$ cat config.mk
export PLATFORM = sky130hd
export DESIGN_NAME = vdp_video_out_ctrl
export DESIGN_NICKNAME = d
export VERILOG_FILES = /design/src/rtl/vdp_video_out_ctrl.sv
export SDC_FILE = /design/constraint.sdc
export NUM_CORES = 1
export LEC_CHECK = 0
export CAP_MARGIN = 5
export CORE_MARGIN = 4
export CORE_UTILIZATION = 32
export DETAILED_ROUTE_END_ITERATION = 8
export PLACE_DENSITY_LB_ADDON = 0.25
export SYNTH_ARGS = -nofsm -noshare
export SYNTH_HDL_FRONTEND = slang
export SYNTH_SLANG_ARGS = --single-unit
$ cat constraint.sdc
create_clock -name clk -period 2.7 [get_ports clk]
set_input_delay 0.81 -clock clk [delete_from_list [all_inputs] [get_ports clk]]
set_output_delay 0.81 -clock clk [all_outputs]
set_load 0.1 [all_outputs]
$ cat src/rtl/vdp_video_out_ctrl.sv
// vdp_video_out_ctrl: shadow/commit controller for vdp_video_out.
// Host writes land in shadow registers.  A serial restoring divider derives
// normalize = floor((32768 + d/2) / d), saturated to 255, from the shadow
// denominator.  All three shadows are copied to the outputs together at one
// raster position per frame, and only while the divider is idle, so that
// denominator and normalize never disagree on the outputs.
//
// state | meaning
// IDLE  | divider idle, sh_norm matches sh_den
// DIV   | 17-cycle restoring division, one quotient bit per clock
// SAT   | divisor is zero, sh_norm forced to 255 for one cycle
module vdp_video_out_ctrl #(
    parameter logic [10:0] COMMIT_H = 11'd0,
    parameter logic [9:0]  COMMIT_V = 10'd0
) (
    input  logic        clk,
    input  logic        reset_n,
    input  logic [10:0] h_count,
    input  logic [9:0]  v_count,
    input  logic        wr_req,
    input  logic [1:0]  wr_addr,
    input  logic [7:0]  wr_data,
    output logic        wr_ack,
    output logic        busy,
    output logic        pending,
    output logic [7:0]  reg_denominator,
    output logic [7:0]  reg_normalize,
    output logic        reg_scanline
);

    typedef enum logic [1:0] {
        S_IDLE = 2'd0,
        S_DIV  = 2'd1,
        S_SAT  = 2'd2
    } state_t;

    state_t      state_q, state_d;

    logic        wr_ack_q;
    logic        pending_q;
    logic [7:0]  sh_den_q;
    logic [7:0]  sh_norm_q;
    logic        sh_scan_q;
    logic [7:0]  den_q;
    logic [7:0]  norm_q;
    logic        scan_q;

    logic [16:0] dvd_q;
    logic [16:0] quot_q;
    logic [7:0]  rem_q;
    logic [4:0]  cnt_q;

    logic        wr_acc;
    logic        wr_den;
    logic        wr_scan;
    logic        at_commit;
    logic        do_commit;
    logic        busy_w;
    logic        div_fin;
    logic        sat_fin;
    logic        div_last;
    logic [8:0]  trial;
    logic        trial_ge;
    logic [7:0]  diff;
    logic [16:0] quot_nxt;

    // A request is only taken when no acknowledge is in flight, which limits
    // the host to one write every two cycles.
    assign wr_acc    = wr_req & ~wr_ack_q;
    assign wr_den    = wr_acc & (wr_addr == 2'd0);
    assign wr_scan   = wr_acc & (wr_addr == 2'd1);
    assign at_commit = (h_count == COMMIT_H) && (v_count == COMMIT_V);
    // Commit is judged on pre-edge busy, so a division ending on the commit
    // edge still defers the whole commit by a frame.
    assign do_commit = at_commit & pending_q & ~busy_w;

    // Remainder is always below the divisor (<= 255), so 8 bits hold it and
    // the 9-bit trial only needs its low byte after subtraction.
    assign trial     = {rem_q, dvd_q[16]};
    assign trial_ge  = (trial >= {1'b0, sh_den_q});
    assign diff      = trial[7:0] - sh_den_q;
    assign quot_nxt  = {quot_q[15:0], trial_ge};
    assign div_last  = (cnt_q == 5'd16);

    // FSM state register.
    always_ff @(posedge clk) begin
        if (!reset_n) state_q <= S_IDLE;
        else          state_q <= state_d;
    end

    // FSM next state: a denominator write always (re)starts the divider.
    always_comb begin
        state_d = state_q;
        if (wr_den) begin
            state_d = (wr_data == 8'd0) ? S_SAT : S_DIV;
        end else begin
            case (state_q)
                S_DIV:   if (div_last) state_d = S_IDLE;
                S_SAT:   state_d = S_IDLE;
                default: state_d = state_q;
            endcase
        end
    end

    // FSM outputs: busy flag and the cycles that deliver a normalize result.
    always_comb begin
        busy_w  = (state_q != S_IDLE);
        div_fin = (state_q == S_DIV) && div_last && !wr_den;
        sat_fin = (state_q == S_SAT) && !wr_den;
    end

    // Handshake acknowledge and pending flag; a write beats a same-edge commit.
    always_ff @(posedge clk) begin
        if (!reset_n) begin
            wr_ack_q  <= 1'b0;
            pending_q <= 1'b0;
        end else begin
            wr_ack_q <= wr_acc;
            if (wr_den || wr_scan) pending_q <= 1'b1;
            else if (do_commit)    pending_q <= 1'b0;
        end
    end

    // Divider datapath: load dividend on a denominator write, then shift.
    always_ff @(posedge clk) begin
        if (!reset_n) begin
            dvd_q  <= 17'd0;
            quot_q <= 17'd0;
            rem_q  <= 8'd0;
            cnt_q  <= 5'd0;
        end else if (wr_den) begin
            dvd_q  <= 17'h08000 + {10'd0, wr_data[7:1]};
            quot_q <= 17'd0;
            rem_q  <= 8'd0;
            cnt_q  <= 5'd0;
        end else if (state_q == S_DIV) begin
            dvd_q  <= {dvd_q[15:0], 1'b0};
            quot_q <= quot_nxt;
            rem_q  <= trial_ge ? diff : trial[7:0];
            cnt_q  <= cnt_q + 5'd1;
        end
    end

    // Shadow registers; sh_norm only changes when a division completes.
    always_ff @(posedge clk) begin
        if (!reset_n) begin
            sh_den_q  <= 8'd144;
            sh_norm_q <= 8'd228;
            sh_scan_q <= 1'b0;
        end else begin
            if (wr_den)  sh_den_q  <= wr_data;
            if (wr_scan) sh_scan_q <= wr_data[0];
            if (div_fin) sh_norm_q <= (quot_nxt[16:8] != 9'd0) ? 8'd255 : quot_nxt[7:0];
            if (sat_fin) sh_norm_q <= 8'd255;
        end
    end

    // Committed outputs: all three copied together at the commit position.
    always_ff @(posedge clk) begin
        if (!reset_n) begin
            den_q  <= 8'd144;
            norm_q <= 8'd228;
            scan_q <= 1'b0;
        end else if (do_commit) begin
            den_q  <= sh_den_q;
            norm_q <= sh_norm_q;
            scan_q <= sh_scan_q;
        end
    end

    assign wr_ack          = wr_ack_q;
    assign busy            = busy_w;
    assign pending         = pending_q;
    assign reg_denominator = den_q;
    assign reg_normalize   = norm_q;
    assign reg_scanline    = scan_q;

endmodule

==> results.py, run 1 <==
metrics = {
    "drt": {
        "route.vias.total": 3177,
        "drtIter0Drc": 195,
        "dr.pass1.iters": 4,
        "finalWirelength_um": 8840,
        "via_per_inst": 4.96,
        "antenna_left": 0,
        "drc": 0,
        "wl_per_cell_um": 13.8,
    },
    "floorplanning": {
        "initial_core_util_pct": 33.2,
        "die_w_um": 115,
        "die_area_mm2": 0.0132,
        "rows": 38,
        "ioPinCount": 54,
        "core_area_mm2": 0.0110,
        "chipHeight_um": 115,
    },
    "worst_hold_path": {
        "hold_path_class": "flop to flop",
    },
    "synthesis": {
        "yosys_warnings": 0,
        "synthFlopType": "dfxtp_1",
        "ys_top_cells_by_count": "97 x nand2_1, 84 x dfxtp_1, 48 x a21oi_1, 33 x nor2_1, 22 x clkbuf_1",
        "netlist_area_mm2": 0.00365,
        "yosysSeqAreaShare_pct": 46.1,
        "synth-edff-count": 0,
        "synth.area.top_cells": "dfxtp_1 46%, nand2_1 10%, a21oi_1 6.6%, mux2i_1 5.2%, ha_1 3.4%",
        "synth_top_area_share_pct": 46.1,
        "ys_seq_elements": 84,
        "async_flop_share_pct": 0,
        "synth_cell_type_count": 44,
        "synth_area_leader_cell": "dfxtp_1",
        "syn_inst": 437,
        "synth_fp_nets": 482,
        "yosys.cell_count.top_type": "nand2_1",
        "synth_area_per_cell_um2": 8.35,
    },
    "worst_setup_path": {
        "cpPeakStageDelay_ns": 0.51,
        "cp-start-kind": "input pin",
        "arrival_ns": 2.77,
        "cp.required_ns": 2.93,
        "endpoint_kind": "flop",
        "path_class": "input pin to flop",
        "path_cells": "clkdlybuf4s50_1 > or4_1 > or4_4 > nor2_8 > buf_12 > mux2i_1 > nand2_1",
        "slowest_stage": "or4_1",
        "crit_fanout": 10,
    },
    "global_route": {
        "grt_max_degree": 33,
        "grt_pass1_wl_um": 15100,
        "antenna_found_initial": 0,
        "grt_use_met3_pct": 3.42,
        "grt_pass1_vias": 3147,
        "use_met1_pct": 18.3,
        "grt_busiest_layer": "met2",
        "track_usage_pct": 14.1,
        "grt_overflow": 0,
        "use_met2_pct": 23.3,
    },
    "power_and_ir_drop": {
        "p_leak_nw": 1.74,
        "ir_drop_uv": 345,
        "power_density_mw_per_mm2": 598,
    },
    "placed_design": {
        "port_buffers": 53,
        "place_area_mm2": 0.00437,
        "gp_congestion": 0.786,
        "place_hpwl_um": 6540,
    },
    "clock_tree": {
        "post_cts_resized": 0,
        "root_buffer": "clkbuf_16",
        "htree_levels": 3,
        "cts_buffer_depth": 2,
        "hold_buffers": 0,
        "path_clk_slew_ns": 0.07,
        "cts_buffers": 9,
        "clock-sinks": 84,
        "cts_tree": "built",
        "clk_latency_ns": 0.34,
        "postCtsSetupBuffers": 0,
    },
    "layout": {
        "syn_to_final_growth_pct": 28.5,
        "nets": 541,
        "final_area_mm2": 0.00469,
        "antennaDiodeCount": 0,
        "layout-drive-gt1-share_pct": 13.0,
    },
    "run": {
        "drv_cap": 0,
    },
    "timing": {
        "clock_skew_ns": 0.00806,
        "fin_crit_ns": 2.54,
        "worstMarginPinSlew_ns": 0.693,
        "whs_ns": 0.452,
        "setup_viol": 0,
        "fmax_ghz": 0.394,
        "rsz0062_at_grt": "no",
        "relSlewSlack_pct": 53.8,
        "hold_violations": 0,
        "drv_slew": 0,
        "timing.final.crit_share_pct": 94.0,
    },
    "status": {
        "status": "completed",
    },
}
==> layout make-up <==
type	instances	area, um^2
clock buffers	10	239
clock inverters	6	77.6
fillers	1093	6290
inverters	15	56.3
multi-input cells	314	1810
flip-flops and latches	84	1680
well taps	140	175
repair buffers	72	648
==> final timing paths <==
check                   start               end  slack, ns  depth (start not counted)
setup reg to reg  sh_den_q[5]          rem_q[0]       0.38                          7
hold reg to reg     dvd_q[13]         dvd_q[14]       0.45                          2
setup / recovery   h_count[7]  reg_normalize[2]       0.16                          7
hold / removal      dvd_q[13]         dvd_q[14]       0.45                          2
==> flip-flops by register name (all words and copies together), names as in the netlist <==
name / count
quot_q: 16
cnt_q: 5
sh_den_q: 8
reg_scanline: 1
wr_ack: 1
rem_q: 8
pending: 1
sh_scan_q: 1
state_q: 2
dvd_q: 17
reg_denominator: 8
sh_norm_q: 8
reg_normalize: 8
==> critical path, delay by kind of cell <==
family,cells,cell delay (ns)
buf+inv,2,0.55
mux,1,0.20
simple gates,4,1.20
==> power by group <==
group | leakage, nW | internal [mW] | switching, mW
registers | 0.679 | 1.26 | 0.0147
logic | 0.909 | 0.107 | 0.133
clock network | 0.154 | 0.761 | 0.531
==> metrics by stage <==
step                setup slack, ns  cells  TNS [ns]  power, mW  util [%]
floorplan                     0.208    437         0       1.43         -
global placement             -0.151    625     -2.15       1.53      39.8
detailed placement           -0.208    625     -2.55       1.54      39.8
CTS                           0.155    641         0       2.84      42.7
global route                  0.102    641         0       2.94      42.7
finish                        0.163    641         0       2.80      42.7
==> cell usage in the layout (no fill, tap or decap), drive strengths merged, types with 7 or more instances in the layout <==
cell,n
a21oi,48
buf,39
clkbuf,10
clkdlybuf4s50,33
dfxtp,84
ha,10
inv,19
mux2i,19
nand2,97
nand3,8
nand4,8
nor2,34
o21ai,13
o22ai,7
==> metal layers <==
metal  wire length (um)  part of all wire, %  up-vias
li1                   -                    -     1633
met3                266                  3.0       12
met5                  0                    0        -
met1               4150                   47     1489
met4                144                  1.6        0
met2               4280                   48       43
==> logic make-up after synthesis <==
group | synth area share (%)
flip-flops | 46.1
AND/OR/NAND/NOR | 24.2
XOR/XNOR | 1.44
adder cells (fa/ha/maj) | 3.98
AO/OA/AOI/OAI | 14.7
multiplexers | 5.21
buffers and inverters | 4.49
(Power assumes the default switching activity.)
==> run 2: changes to the inputs <==
--- a/config.mk
+++ b/config.mk
@@ -5,6 +5,7 @@
 export SDC_FILE = /design/constraint.sdc
 export NUM_CORES = 1
 export LEC_CHECK = 0
+export ABC_CLOCK_PERIOD_IN_PS = 2700
 export CAP_MARGIN = 5
 export CORE_MARGIN = 4
 export CORE_UTILIZATION = 32
==> constraint.sdc (replaced) <==
create_clock -name clk -period 2.7 [get_ports clk]
set_input_delay 0.405 -clock clk [delete_from_list [all_inputs] [get_ports clk]]
set_output_delay 0.405 -clock clk [all_outputs]
set_load 0.1 [all_outputs]
==> run 2 against run 1 <==
Against the previous run: via count is 0.54% higher; die area unchanged; non-clock buffer count fell by 7; worst hold slack better by 0.0017 ns; wire length up 1.0%; power is essentially flat; sequential power hardly changed; critical path type is now flop to flop; largest cell class unchanged; largest power group unchanged.
==> results.py, run 2 (same netlist as run 1, synthesis figures left out) <==
metrics = {
    "worst_setup_path": {
        "path_class": "flop to flop",
        "r2r-start": "sh_den_q[5]",
        "ff2ff_setup_slack_ns": 0.30,
        "worst-r2r-cell-count": 8,
        "cp-start-kind": "flop",
        "crit_top_cell": "inv_1",
        "worstReg2RegEnd": "rem_q[0]",
        "path_cells": "inv_1 > ha_1 > inv_1 > o31ai_1 > a221oi_2 > buf_4 > or4_1 > o311ai_0",
        "worst_path_dominant_cell_family": "compound AO/OA/AOI/OAI gates",
        "arrival_ns": 2.63,
        "slowest_stage": "o31ai_1",
        "cp.required_ns": 2.93,
        "cpPeakStageDelay_ns": 0.54,
        "endpoint_kind": "flop",
        "crit_fanout": 7,
        "cp.buffers_inverters": 3,
    },
    "clock_tree": {
        "cts_buffers": 9,
        "cts_buffer_depth": 2,
        "root_buffer": "clkbuf_16",
        "path_clk_slew_ns": 0.06,
        "cts_tree": "built",
        "clk_latency_ns": 0.33,
        "clock-sinks": 84,
        "hold_buffers": 0,
        "postCtsSetupBuffers": 0,
        "post_cts_resized": 0,
        "htree_levels": 3,
    },
    "floorplanning": {
        "chipHeight_um": 115,
        "initial_core_util_pct": 33.2,
        "die_w_um": 115,
        "die_area_mm2": 0.0132,
        "core_area_mm2": 0.0110,
        "rows": 38,
        "ioPinCount": 54,
    },
    "global_route": {
        "track_usage_pct": 14.4,
        "grt_overflow": 0,
        "grt_max_degree": 33,
        "grt_pass1_wl_um": 15200,
        "antenna_found_initial": 0,
        "grt_pass1_vias": 3133,
    },
    "placed_design": {
        "gp_congestion": 0.815,
        "place_hpwl_um": 6410,
        "port_buffers": 53,
        "place_area_mm2": 0.00430,
    },
    "power_and_ir_drop": {
        "power_density_mw_per_mm2": 608,
        "p_leak_nw": 1.70,
        "ir_drop_uv": 379,
    },
    "layout": {
        "final_common_cell": "nand2_1",
        "antennaDiodeCount": 0,
        "largest_register": "dvd_q",
        "largest_reg_flops": 17,
        "final_area_mm2": 0.00461,
        "mostFrequentLayoutCells": "97 x nand2_1, 84 x dfxtp_1, 48 x a21oi_1",
        "syn_to_final_growth_pct": 26.2,
        "reg_top3": "dvd_q x17, quot_q x16",
        "nets": 534,
        "layout-drive-gt1-share_pct": 11.1,
    },
    "worst_hold_path": {
        "hp-start": "dvd_q[13]",
        "hold_path_class": "flop to flop",
        "whs_endpoint": "dvd_q[14]",
        "min_delay_path_depth": 2,
    },
    "timing": {
        "timing.final.crit_share_pct": 88.8,
        "whs_ns": 0.454,
        "fmax_ghz": 0.417,
        "setup_viol": 0,
        "hold_violations": 0,
        "relSlewSlack_pct": 58.7,
        "drv_slew": 0,
        "clock_skew_ns": 0.00454,
        "worstMarginPinSlew_ns": 0.617,
        "fin_crit_ns": 2.40,
        "fin_setup_tns_ns": 0,
        "rsz0062_at_grt": "no",
    },
    "drt": {
        "drc": 0,
        "via_per_inst": 5.04,
        "finalWirelength_um": 8930,
        "antenna_left": 0,
        "wl_per_cell_um": 14.1,
        "drtIter0Drc": 190,
        "route.vias.total": 3194,
        "dr.pass1.iters": 7,
    },
    "run": {
        "drv_cap": 0,
    },
    "status": {
        "status": "completed",
    },
}
-- run 2: cell types whose count changed in the layout (fill, tap and decap cells not counted) --
| cell | delta |
|---|---|
| clkinvlp_4 | -1 |
| buf_12 | -2 |
| clkinv_4 | +1 |
| clkbuf_8 | -1 |
| buf_4 | -5 |
| inv_8 | -2 |
| clkbuf_1 | +3 |
| bufinv_16 | +1 |
| inv_6 | -2 |
| clkinv_2 | +1 |
-- run 2: worst max path at each step --
stage                     start               end  slack (ns)  cells past startpoint
floorplan                wr_ack      sh_norm_q[3]        0.38                      7
global placement     h_count[7]  reg_normalize[5]        0.14                      6
detailed placement   h_count[7]      reg_scanline         0.1                      6
CTS                 sh_den_q[5]          rem_q[0]        0.27                      8
global route        sh_den_q[5]          rem_q[0]        0.09                      8
finish              sh_den_q[5]          rem_q[0]        0.30                      8
-- run 2: worst register-to-register path, delay by kind of cell, from the launching register on --
family | cells | cell delay (ns)
DFF | 1 | 0.36
buffers and inverters | 3 | 0.40
adders and majority gates | 1 | 0.35
AOI/OAI and AO/OA | 3 | 0.82
and+or+nand+nor | 1 | 0.39
-- run 2: metrics by stage --
step                      setup WS (ns)  instances  total power [mW]  utilization, %
after detailed placement          0.100        618              1.54            39.1
after global placement            0.141        618              1.53            39.1
after floorplan                   0.382        437              1.43               -
final                             0.301        634              2.80            41.9
after CTS                         0.268        634              2.84            41.9
after global routing             0.0903        634              2.92            41.9
-- run 2: power by group --
| part | switching, mW | leakage (nW) | internal (mW) |
|---|---|---|---|
| sequential | 0.0150 | 0.679 | 1.26 |
| clock | 0.482 | 0.151 | 0.811 |
| combinational | 0.134 | 0.866 | 0.103 |
| total | 0.631 | 1.70 | 2.17 |
-- run 2: layout make-up --
| cell class | count | area (um^2) |
|---|---|---|
| fillers | 1102 | 6380 |
| multi-input cells | 314 | 1810 |
| flip-flops and latches | 84 | 1680 |
| repair buffers | 65 | 571 |
| clock buffers | 12 | 236 |
| well taps | 140 | 175 |
| clock inverters | 4 | 73.8 |
| inverters | 15 | 56.3 |
-- run 2: routing by layer --
metal	wire length (um)	track usage, %	share of wire (%)	vias to the layer above
met2	4430	24.0	50	57
met3	359	4.00	4.0	15
met1	3980	17.9	45	1502
met4	161	4.93	1.8	0
li1	-	-	-	1620
met5	0	0	0	-
==> run 3: changes to the inputs <==
--- a/config.mk
+++ b/config.mk
@@ -5,9 +5,9 @@
 export SDC_FILE = /design/constraint.sdc
 export NUM_CORES = 1
 export LEC_CHECK = 0
+export ABC_AREA = 1
 export ABC_CLOCK_PERIOD_IN_PS = 2700
 export CAP_MARGIN = 5
-export CORE_MARGIN = 4
 export CORE_UTILIZATION = 32
 export DETAILED_ROUTE_END_ITERATION = 8
 export PLACE_DENSITY_LB_ADDON = 0.25
==> run 3 against run 2 <==
Against the previous run: critical path type unchanged; sequential power hardly changed; critical endpoint is now rem_q[4]; final cell count is 15% higher; cell area is 2.6% higher; the flow now finishes with violations (design-rule violations); via count is 4.9% higher; clock power is 7% lower; clock skew is 0.0017 ns higher; global-route usage is 0.46 points higher; synthesized cell count is 22% higher; clock-buffer cell count is 1 lower; critical path depth is 5 higher; register-to-register slack better by 0.33 ns; power is 3.7% lower.
==> results.py, run 3 <==
metrics = {
    "status": {
        "status": "complete, but fails checks",
        "violations": "design-rule violations",
    },
    "clock_tree": {
        "root_buffer": "clkbuf_16",
        "htree_levels": 3,
        "path_clk_slew_ns": 0.06,
        "cts_buffers": 9,
        "cts_tree": "built",
        "cts_buffer_depth": 2,
        "postCtsSetupBuffers": 0,
        "clk_latency_ns": 0.33,
        "post_cts_resized": 0,
        "clock-sinks": 84,
        "hold_buffers": 0,
    },
    "worst_hold_path": {
        "hold_path_class": "flop to flop",
    },
    "run": {
        "drv_cap": 0,
    },
    "placed_design": {
        "place_area_mm2": 0.00443,
        "port_buffers": 53,
        "place_hpwl_um": 6210,
        "gp_congestion": 0.800,
    },
    "synthesis": {
        "synth-simple-area-share_pct": 32.6,
        "synthFlopType": "dfxtp_1",
        "synth_area_leader_cell": "dfxtp_1",
        "synth_area_per_cell_um2": 7.18,
        "synthMuxAreaShare_pct": 0,
        "synth_compound_area_share_pct": 9.86,
        "synth_top_area_share_pct": 44.0,
        "ys_top_cells_by_count": "162 x nand2_1, 84 x dfxtp_1, 67 x nor2_1, 53 x inv_1, 39 x a21oi_1",
        "yosysSeqAreaShare_pct": 44.0,
        "synth_top_family_by_area": "simple AND/OR/NAND/NOR gates",
        "syn_inst": 532,
        "ys_seq_elements": 84,
        "synth-adder-area-share_pct": 3.80,
        "yosys_warnings": 0,
        "netlist_area_mm2": 0.00382,
        "synth_cell_type_count": 34,
        "yosys.cell_count.top_type": "nand2_1",
        "synth_fp_nets": 577,
        "synth.area.top_cells": "dfxtp_1 44%, nand2_1 16%, nor2_1 6.6%, inv_1 5.2%, a21oi_1 5.1%",
        "yosys.area_share.xor_xnor_pct": 1.38,
        "synth-edff-count": 0,
        "async_flop_share_pct": 0,
    },
    "layout": {
        "layout-drive-gt1-share_pct": 9.22,
        "nets": 627,
        "mostFrequentLayoutCells": "162 x nand2_1, 84 x dfxtp_1, 67 x nor2_1",
        "antennaDiodeCount": 0,
        "largest_register": "dvd_q",
        "syn_to_final_growth_pct": 23.8,
        "reg_top3": "dvd_q x17, quot_q x16",
        "final_area_mm2": 0.00473,
        "fin_util_pct": 41.0,
        "final_common_cell": "nand2_1",
        "largest_reg_flops": 17,
    },
    "power_and_ir_drop": {
        "p_sw_share_pct": 22.8,
        "p_clk_share_pct": 44.6,
        "ir_drop_uv": 302,
        "combPwrFrac_pct": 8.4,
        "p_int_mw": 2.08,
        "power_density_mw_per_mm2": 571,
        "switching_power_uw": 616,
        "p_seq_share_pct": 46.9,
        "p_leak_nw": 2.06,
    },
    "floorplanning": {
        "die_area_mm2": 0.0124,
        "initial_core_util_pct": 33.2,
        "core_area_mm2": 0.0115,
        "ioPinCount": 54,
        "rows": 39,
        "chipHeight_um": 111,
        "die_w_um": 111,
    },
    "timing": {
        "fmax_ghz": 0.483,
        "fin_crit_ns": 2.07,
        "setup_viol": 0,
        "fin_setup_tns_ns": 0,
        "timing.final.crit_share_pct": 76.7,
        "hold_violations": 0,
        "clock_skew_ns": 0.00624,
        "rsz0062_at_grt": "no",
        "relSlewSlack_pct": 65.4,
        "drv_slew": 0,
        "worstMarginPinSlew_ns": 0.518,
    },
    "worst_setup_path": {
        "endpoint_kind": "flop",
        "arrival_ns": 2.34,
        "cp-start-kind": "flop",
        "crit_fanout": 6,
        "path_cells": "inv_1 > ha_1 > nand2_1 > inv_1 > nand2_1 > nand2_1 > nand2_1 > nand4_1 > nor2_2 > nand2_1 > nand2_1 > nand2_1 > nand2_1",
        "crit_top_cell": "nand2_1",
        "slowest_stage": "ha_1",
        "cp.required_ns": 2.97,
        "cpPeakStageDelay_ns": 0.38,
        "path_class": "flop to flop",
    },
    "global_route": {
        "grt_overflow": 0,
        "track_usage_pct": 14.8,
        "grt_max_degree": 40,
        "grt_pass1_wl_um": 14900,
        "grt_pass1_vias": 3183,
        "antenna_found_initial": 0,
    },
    "drt": {
        "antenna_left": 0,
        "dr_wl_met2_um": 3810,
        "route.vias.total": 3349,
        "top_layer_used": "met4",
        "wl_per_cell_um": 11.9,
        "dr.pass1.iters": 7,
        "finalWirelength_um": 8690,
        "m1WireLength_um": 4420,
        "drtIter0Drc": 285,
        "via_per_inst": 4.59,
        "drc": 12,
        "dr_wl_met3_um": 359,
    },
}
-- run 3: cell count changes in the layout (fill, tap and decap cells not counted), moves of 5 or more --
cell / change
a21oi_1: -9
buf_4: -7
a31oi_1: -6
nand2_1: +65
nor4_1: -6
nor3_1: +5
inv_1: +38
nor2_1: +34
mux2i_1: -19
a311oi_1: -5
nand3_1: +21
-- run 3: path summary, 6_finish.rpt --
check | slack [ns] | start | cells past startpoint | endpoint
worst min register to register | 0.45 | wr_ack | 1 | wr_ack
worst max register to register | 0.63 | sh_den_q[4] | 13 | rem_q[4]
worst max-delay path | 0.63 | sh_den_q[4] | 13 | rem_q[4]
worst min-delay path | 0.45 | wr_ack | 1 | wr_ack
-- run 3: critical path, delay by kind of cell (launching register included) --
| kind | cells | cell delay, ns |
|---|---|---|
| simple gates | 10 | 1.21 |
| fa+ha+maj | 1 | 0.38 |
| buf+inv | 2 | 0.13 |
| flops | 1 | 0.30 |
-- run 3: per-layer routing --
metal	GRT usage, %	up-vias
li1	-	1793
met1	20.1	1488
met2	23.5	61
met3	3.50	7
met4	3.87	0
met5	0	-
-- run 3: cell families after synthesis --
logic type / Yosys count
and+or+nand+nor: 287
DFF: 84
buffers and inverters: 77
AOI/OAI and AO/OA: 67
adders and majority gates: 11
xor gates and xnor gates: 6
-- run 3: power by group through the flow --
stage / Sequential [mW] / Combinational [mW] / Clock [mW]
5_1_grt: 1.27 / 0.250 / 1.29
3_3_place_gp: 1.29 / 0.225 / 0
4_1_cts: 1.27 / 0.228 / 1.24
3_5_place_dp: 1.29 / 0.227 / 0
6_report: 1.27 / 0.227 / 1.20
2_1_floorplan: 1.30 / 0.123 / 0
-- run 3: area by class of cell --
class,instances,area (um^2)
clock buffers,11,243
clock inverters,4,50.0
fillers,1146,6790
inverters,57,214
multi-input cells,371,1820
flip-flops and latches,84,1680
well taps,143,179
repair buffers,59,538
-- run 3: metrics by stage --
step / setup WS [ns] / hold slack, ns / total power, mW / std cells
after global routing: 0.374 / 0.477 / 2.81 / 729
after global placement: 0.513 / 0.440 / 1.52 / 714
after floorplan: 0.675 / 0.441 / 1.43 / 532
after CTS: 0.620 / 0.454 / 2.73 / 729
after detailed placement: 0.469 / 0.443 / 1.52 / 714
final: 0.629 / 0.450 / 2.70 / 729
